## src/rtl/instr_loader.sv

```systemverilog
// Byte-stream instruction loader: deframes SYNC/N/payload(/CHK) into 18-bit words for the ALU instruction memory.
// Optional macro INSTR_LOADER_CHECKSUM_EN adds the trailing XOR checksum byte and its accumulator.
module instr_loader #(
  parameter int          ADDR_W    = 5,
  parameter int          DEPTH     = 32,
  parameter logic [7:0]  SYNC_BYTE = 8'hA5
) (
  input  logic              clk,
  input  logic              reset,
  input  logic [7:0]        in_data,
  input  logic              in_valid,
  output logic              in_ready,
  output logic              wr_en,
  output logic [ADDR_W-1:0] wr_addr,
  output logic [17:0]       wr_data,
  output logic              core_reset,
  output logic              done,
  output logic              error,
  output logic [ADDR_W:0]   loaded_count
);

  typedef enum logic [2:0] {
    S_IDLE  = 3'd0,
    S_COUNT = 3'd1,
    S_B0    = 3'd2,
    S_B1    = 3'd3,
    S_B2    = 3'd4,
    S_CHK   = 3'd5,
    S_DONE  = 3'd6,
    S_ERROR = 3'd7
  } state_t;

  state_t              state_r, state_nxt_s;
  logic                in_ready_r, wr_en_r, core_reset_r, done_r, error_r;
  logic [ADDR_W-1:0]   wr_addr_r, idx_r;
  logic [17:0]         wr_data_r;
  logic [ADDR_W:0]     loaded_count_r, n_r;
  logic [1:0]          op_r;
  logic [7:0]          b1_r;
  logic                take_s, sync_take_s, n_bad_s, last_s, wr_fire_s;

  assign take_s      = in_valid && in_ready_r;
  assign sync_take_s = take_s && (in_data == SYNC_BYTE) &&
                       ((state_r == S_IDLE) || (state_r == S_ERROR));
  assign n_bad_s     = (in_data == 8'd0) || (int'(in_data) > DEPTH);
  assign last_s      = (({1'b0, idx_r} + {{ADDR_W{1'b0}}, 1'b1}) == n_r);
  assign wr_fire_s   = take_s && (state_r == S_B2);

`ifdef INSTR_LOADER_CHECKSUM_EN
  logic [7:0] chk_acc_r;

  function automatic logic [7:0] chk_fold(input logic [7:0] acc, input logic [7:0] b);
    return acc ^ b;
  endfunction

  // Running XOR over N and every payload byte of the current frame.
  always_ff @(posedge clk or negedge reset) begin
    if (!reset) begin
      chk_acc_r <= 8'd0;
    end else if (sync_take_s) begin
      chk_acc_r <= 8'd0;
    end else if (take_s && (state_r == S_COUNT)) begin
      chk_acc_r <= in_data;
    end else if (take_s && ((state_r == S_B0) || (state_r == S_B1) || (state_r == S_B2))) begin
      chk_acc_r <= chk_fold(chk_acc_r, in_data);
    end
  end
`endif

  // Frame sequencing; SYNC is only recognised between frames.
  always_comb begin
    state_nxt_s = state_r;
    case (state_r)
      S_IDLE, S_ERROR: begin
        if (sync_take_s) state_nxt_s = S_COUNT;
        else             state_nxt_s = state_r;
      end
      S_COUNT: begin
        if (!take_s)      state_nxt_s = S_COUNT;
        else if (n_bad_s) state_nxt_s = S_ERROR;
        else              state_nxt_s = S_B0;
      end
      S_B0: begin
        if (!take_s)                   state_nxt_s = S_B0;
        else if (in_data[7:2] != 6'd0) state_nxt_s = S_ERROR;
        else                           state_nxt_s = S_B1;
      end
      S_B1: begin
        if (take_s) state_nxt_s = S_B2;
        else        state_nxt_s = S_B1;
      end
      S_B2: begin
        if (!take_s)     state_nxt_s = S_B2;
`ifdef INSTR_LOADER_CHECKSUM_EN
        else if (last_s) state_nxt_s = S_CHK;
`else
        else if (last_s) state_nxt_s = S_DONE;
`endif
        else             state_nxt_s = S_B0;
      end
      S_CHK: begin
`ifdef INSTR_LOADER_CHECKSUM_EN
        if (!take_s)                  state_nxt_s = S_CHK;
        else if (in_data == chk_acc_r) state_nxt_s = S_DONE;
        else                          state_nxt_s = S_ERROR;
`else
        state_nxt_s = S_IDLE;
`endif
      end
      S_DONE:  state_nxt_s = S_IDLE;
      default: state_nxt_s = S_IDLE;
    endcase
  end

  // State, handshake and write-port registers.
  always_ff @(posedge clk or negedge reset) begin
    if (!reset) begin
      state_r    <= S_IDLE;
      in_ready_r <= 1'b1;
      wr_en_r    <= 1'b0;
      wr_addr_r  <= {ADDR_W{1'b0}};
      wr_data_r  <= 18'd0;
      idx_r      <= {ADDR_W{1'b0}};
      n_r        <= {(ADDR_W+1){1'b0}};
      op_r       <= 2'd0;
      b1_r       <= 8'd0;
    end else begin
      state_r    <= state_nxt_s;
      in_ready_r <= (state_nxt_s != S_DONE);
      wr_en_r    <= wr_fire_s;
      if (wr_fire_s) begin
        wr_addr_r <= idx_r;
        wr_data_r <= {op_r, b1_r, in_data};
        idx_r     <= idx_r + {{(ADDR_W-1){1'b0}}, 1'b1};
      end else if (take_s && (state_r == S_COUNT)) begin
        idx_r <= {ADDR_W{1'b0}};
        n_r   <= in_data[ADDR_W:0];
      end
      if (take_s && (state_r == S_B0)) op_r <= in_data[1:0];
      if (take_s && (state_r == S_B1)) b1_r <= in_data;
    end
  end

  // Status: done follows the DONE cycle, so it lands after the final write strobe.
  always_ff @(posedge clk or negedge reset) begin
    if (!reset) begin
      core_reset_r   <= 1'b1;
      done_r         <= 1'b0;
      error_r        <= 1'b0;
      loaded_count_r <= {(ADDR_W+1){1'b0}};
    end else begin
      done_r <= (state_r == S_DONE);
      if (sync_take_s)                core_reset_r <= 1'b1;
      else if (state_r == S_DONE)     core_reset_r <= 1'b0;
      if (sync_take_s)                error_r <= 1'b0;
      else if (state_nxt_s == S_ERROR) error_r <= 1'b1;
      if (state_r == S_DONE)          loaded_count_r <= n_r;
    end
  end

  assign in_ready     = in_ready_r;
  assign wr_en        = wr_en_r;
  assign wr_addr      = wr_addr_r;
  assign wr_data      = wr_data_r;
  assign core_reset   = core_reset_r;
  assign done         = done_r;
  assign error        = error_r;
  assign loaded_count = loaded_count_r;

endmodule

```

## config.mk

```make
export PLATFORM = sky130hd
export DESIGN_NAME = instr_loader
export DESIGN_NICKNAME = d
export VERILOG_FILES = /design/src/rtl/instr_loader.sv
export SDC_FILE = /design/constraint.sdc
export NUM_CORES = 1
export LEC_CHECK = 0
export CAP_MARGIN = 15
export CORE_AREA = 2 2 84 62
export CTS_CLUSTER_DIAMETER = 30
export CTS_CLUSTER_SIZE = 10
export DETAILED_ROUTE_END_ITERATION = 8
export DIE_AREA = 0 0 86 64
export PLACE_DENSITY = 0.83
export SLEW_MARGIN = 15
export SYNTH_ARGS = -nofsm -noshare
export SYNTH_HDL_FRONTEND = slang
export SYNTH_SLANG_ARGS = --single-unit
```

## constraint.sdc

```tcl
create_clock -name clk -period 4.7 [get_ports clk]
set_input_delay 0.94 -clock clk [delete_from_list [all_inputs] [get_ports clk]]
set_output_delay 0.94 -clock clk [all_outputs]
set_load 0.02 [all_outputs]
```

After elaboration in Yosys (flattened, before gate mapping)
Index checks and enable logic that the tools add are counted.
{"block": "totals", "reg_bits": 58, "in_bits": 11, "out_inout_bits": 34}
{"block": "op_classes", "add_sub_neg": 2, "magnitude_cmp": 1, "n_eq_ne": 11, "muxes": 15, "bitwise": 1, "reduce_logical": 18}
{"operator": "$mux W3", "count": 8}
{"operator": "$pmux W3 S6", "count": 1}
{"operator": "$eq A3 B3 Y1 const B", "count": 5}
{"operator": "$mux W5", "count": 2}
{"operator": "$eq A8 B8 Y1 const B", "count": 1}
{"operator": "$gt A8 B6 Y1 const B", "count": 1}
{"operator": "$logic_not A8 Y1", "count": 1}
{"operator": "$logic_and A1 B1 Y1", "count": 7}
{"operator": "$add A5 B1 Y6 const B", "count": 1}
{"operator": "$eq A3 B2 Y1 const B", "count": 2}
{"operator": "$eq A6 B6 Y1", "count": 1}
{"operator": "$reduce_bool A2 Y1", "count": 3}
{"operator": "$reduce_bool A6 Y1", "count": 1}
{"operator": "$add A5 B1 Y5 const B", "count": 1}
{"operator": "$mux W1", "count": 4}
{"operator": "$reduce_or A2 Y1", "count": 2}
{"operator": "$eq A3 B1 Y1 const B", "count": 1}
{"operator": "$logic_not A3 Y1", "count": 1}
{"operator": "$ne A3 B3 Y1 const B", "count": 1}
{"operator": "$logic_or A1 B1 Y1", "count": 2}
{"operator": "$reduce_and A2 Y1", "count": 1}
{"operator": "$not A1 Y1", "count": 1}

Longest topological paths before layout
{"block": "depth", "depth_word": 8, "ltp_mapped": 7, "ltp_nobuf": 7}

Worst setup path after synthesis
OpenSTA, ideal clock, no wires.
{"block": "synth_path", "kind": "input -> register", "from": "input port in_data[1]", "to": "register error_r, in the netlist error", "t_arrival_ns": 2.501, "required_time_ns": 4.579, "setup_slack_ns": 2.078, "cell_stages": 6, "n_path_buf": 0, "path_cell_list": "or4b_1 > nor3_2 > nor2b_1 > a211o_1 > a221o_1 > a22o_1"}
{"block": "synth_between", "elab_chain_cells": 7, "word_cells_on_any_way": 13}
{"item": "start, declared", "line": "10", "text": "input logic [7:0] in_data,"}
{"item": "$gt A8 B6 Y1, or another cell as far along", "line": "45", "text": "assign n_bad_s = (in_data == 8'd0) || (int'(in_data) > DEPTH);"}
{"item": "$logic_or A1 B1 Y1 / $logic_and A1 B1 Y1 (equally long branches)", "line": "45, 43"}
{"item": "$mux W3 / $logic_and A1 B1 Y1 (equally long branches)", "line": "80, 43"}
{"item": "$mux W3, on equally long branches", "line": "79, 75"}
{"item": "$pmux W3 S6 *", "line": "73", "text": "case (state_r)"}
{"item": "via state_nxt_s[2]", "line": "33", "text": "state_t state_r, state_nxt_s;"}
{"item": "$eq A3 B3 Y1 *", "line": "156", "text": "else if (state_nxt_s == S_ERROR) error_r <= 1'b1;"}
{"item": "$reduce_bool A2 Y1 (no line) *"}
{"item": "end signal, assigned", "line": "149", "text": "error_r <= 1'b0;"}
{"item": "end signal, assigned", "line": "155", "text": "if (sync_take_s) error_r <= 1'b0;"}
{"item": "end signal, assigned", "line": "156"}
{"item": "end, declared", "line": "34", "text": "logic in_ready_r, wr_en_r, core_reset_r, done_r, error_r;"}
Mark *: on every way through the listed nets, which the timed path passes. The rest lies on a longest branch.
A chain may end at the register's enable or synchronous reset.

Worst setup path in the final report
Ends and elaborated chain as after synthesis.

==> metrics <==
number of enable flip-flop cells after synthesis=0; # fillers=339; setup_tns=0 ns; Initial Utilization=55.2%; Resized cells post-CTS=0; sw frac=34.0%; ranking of synthesized cells by area=dfrtp_1 55%, mux2_2 19%, o21ai_0 2.3%; # port buffers=44; Die Height=64 um; final setup vio count=0; maxcap violations=0; WL/cell=15.5 um; GRT Total Usage=20.9%; Reg2Reg Depth=6; worst r2r src=state_r[1]; Reg-to-Reg End=in_ready; Slew @ Worst Pin=0.700 ns; vias after detailed routing=1,805; nature of the critical path endpoint=flop; hold depth=2; PwrDens=711 nW/um2; Rows=21; max_slew headroom=53.4%; Max FO, Critical Path=6; CTS tree=done; Synth Register Bits=58; Tcrit/Tclk final=64.2%; CTS sink cnt=58; most frequent cell after synthesis=dfrtp_1; antenna cell count=0; Final Max Slew Viols=0; Hold Slack=0.462 ns; startpoint types=primary input; count of hold-fix buffers inserted at cts=0; WHS Endpoint=core_reset; First-pass DRT Iterations=4; Clock Skews=0.00799 ns; Seq pwr share=38.9%; fraction of layout cells with a size suffix above 1=27.7%; status=finished, final reports clean; sequential share of the synthesized area=56.7%; Fmax=331 MHz; antenna violations before repair=0; vias in the first global route=1,816; clock period minus worst slack=3.02 ns; Longest Clk Path Bufs=2; Max IR drop VDD=0.000383 V; Syn. warnings=0; RSZ-0062 raised after global routing=no; worst hold start=core_reset; Die W=86 um; Data required, critical path=4.92 ns; Async S/R FF share, synth=100%; overall routed net length=4910 um; area growth from synthesis to layout=27.3%; synthesized net count=219; critical path class=primary input to flop; prevailing post-synth register cell=dfrtp_1; Switching Power=0.790 mW; Synth Area per Inst=12.4 um2; area of the die=5500 um2; Mapped Cells=207; drc violations=0; Hold Path Class=flop to flop; Critical Path AT=3.24 ns; CTS HTree Levels=3; largest area contributor in the netlist=dfrtp_1; Comb pwr share=39.4%; first-pass GRT wire length=8620 um; Final Wtd Congestion=0.851; Nets=267; initial drt markers=175; synth cell count leaders=56 x dfrtp_1, 44 x mux2_2, 13 x nand2_1; largest net degree at the start of global routing=59; CTS clock-pin slew for the worst setup and hold paths=0.06 ns; worst reg-to-reg setup slack=2.54 ns; post-DP HPWL=3230 um; post-CTS setup buffers=0; Core Box Area=4650 um2; Clk Latency, worst-skew pair=0.34 ns; Avg Vias per Cell=5.69; CTS buffer count=9; Storage cell area=1450 um2; Clock power frac=21.6%; Netlist cell types=43; Antenna Nets Post-Route=0; clock root buffer=clkbuf_8; Multi-input gate area=1050 um2; grt ovf=0; Int Power=1.53 mW; Yosys top cell area share=54.6%; Leakage Power=1.42 nW; post-synthesis cell area=2560 um2; final hold violation count=0; IO Count=45
-- how the worst max path moves through the flow --
| stage | start | to | slack (ns) | cells after the start |
|---|---|---|---|---|
| final | in_data[1] | error | 1.68 | 7 |
| after global routing | in_data[1] | error | 1.58 | 7 |
| after CTS | in_data[1] | error | 1.73 | 7 |
| after detailed placement | in_data[1] | error | 1.38 | 7 |
| after global placement | in_data[1] | error | 1.46 | 7 |
| after floorplan | in_data[1] | error | 2.08 | 6 |
-- metrics by stage --
| step | cell area [um2] | worst slack (ns) | total power [mW] | std cells | utilization (%) |
|---|---|---|---|---|---|
| after CTS | 3260 | 1.73 | 2.34 | 317 | 70.2 |
| after detailed placement | 3050 | 1.38 | 1.82 | 301 | 65.5 |
| final | 3260 | 1.68 | 2.32 | 317 | 70.2 |
| after floorplan | 2560 | 2.08 | 1.46 | 207 | - |
| after global placement | 3050 | 1.46 | 1.81 | 301 | 65.5 |
| after global routing | 3260 | 1.58 | 2.47 | 317 | 70.2 |
-- power groups by stage --
stage	clock network, mW	logic (mW)	registers, mW
3_3_place_gp	0	0.904	0.904
2_1_floorplan	0	0.457	1.00
5_1_grt	0.542	0.983	0.942
4_1_cts	0.514	0.922	0.905
3_5_place_dp	0	0.914	0.910
6_report	0.503	0.915	0.904
-- flip-flops by register name (all words and copies together) (netlist names) --
name	count
b1_r	8
core_reset	1
done	1
error	1
idx_r	5
in_ready	1
loaded_count	6
n_r	6
op_r	2
state_r	3
wr_addr	5
wr_data	18
wr_en	1
-- critical path, cell delays in order --
cell	delay, ns
clkdlybuf4s50_1	0.51
or4b_1	0.58
nor3_2	0.31
nor2b_1	0.08
a211o_1	0.27
a221o_1	0.31
a22o_1	0.24
-- cells in the final DEF, fill, tap and decap left out, types with 2 or more instances in the layout --
cell and instances:
nand3_1 4, nor3_1 5, bufinv_16 2, nor3_2 2, nor2_1 11, clkdlybuf4s50_1 43, clkinv_2 2, dfstp_2 2
clkbuf_8 10, mux2_2 44, o21ai_0 12, a21oi_1 4, buf_4 2, xor2_1 3, a31oi_1 3, and3_1 2
inv_1 5, a22o_1 3, or2_2 2, dfrtp_1 56, nand2_1 13, xnor2_1 4
-- logic make-up after synthesis --
logic type | synth area share (%)
xor+xnor | 2.39
compound gates | 7.51
fa+ha+maj | 0.488
simple gates | 10.7
flops | 56.7
mux | 19.7
buf+inv | 2.54
-- layer usage --
| metal | vias to the layer above | global-route usage, % | routed length, um |
|---|---|---|---|
| met1 | 885 | 29.2 | 2360 |
| met3 | 12 | 8.01 | 309 |
| met2 | 72 | 27.9 | 2140 |
| met5 | - | 0 | 0 |
| met4 | 0 | 11.3 | 105 |
| li1 | 836 | - | - |
-- final cells by class --
type                    count  share of cell area, %
repair buffers             46                   13.8
clock inverters             5                   2.38
well taps                  57                   2.18
inverters                   5                  0.575
multi-input cells         135                   32.2
flip-flops and latches     58                   44.5
clock buffers              11                   4.33
Power figures use the tool's default switching activity.
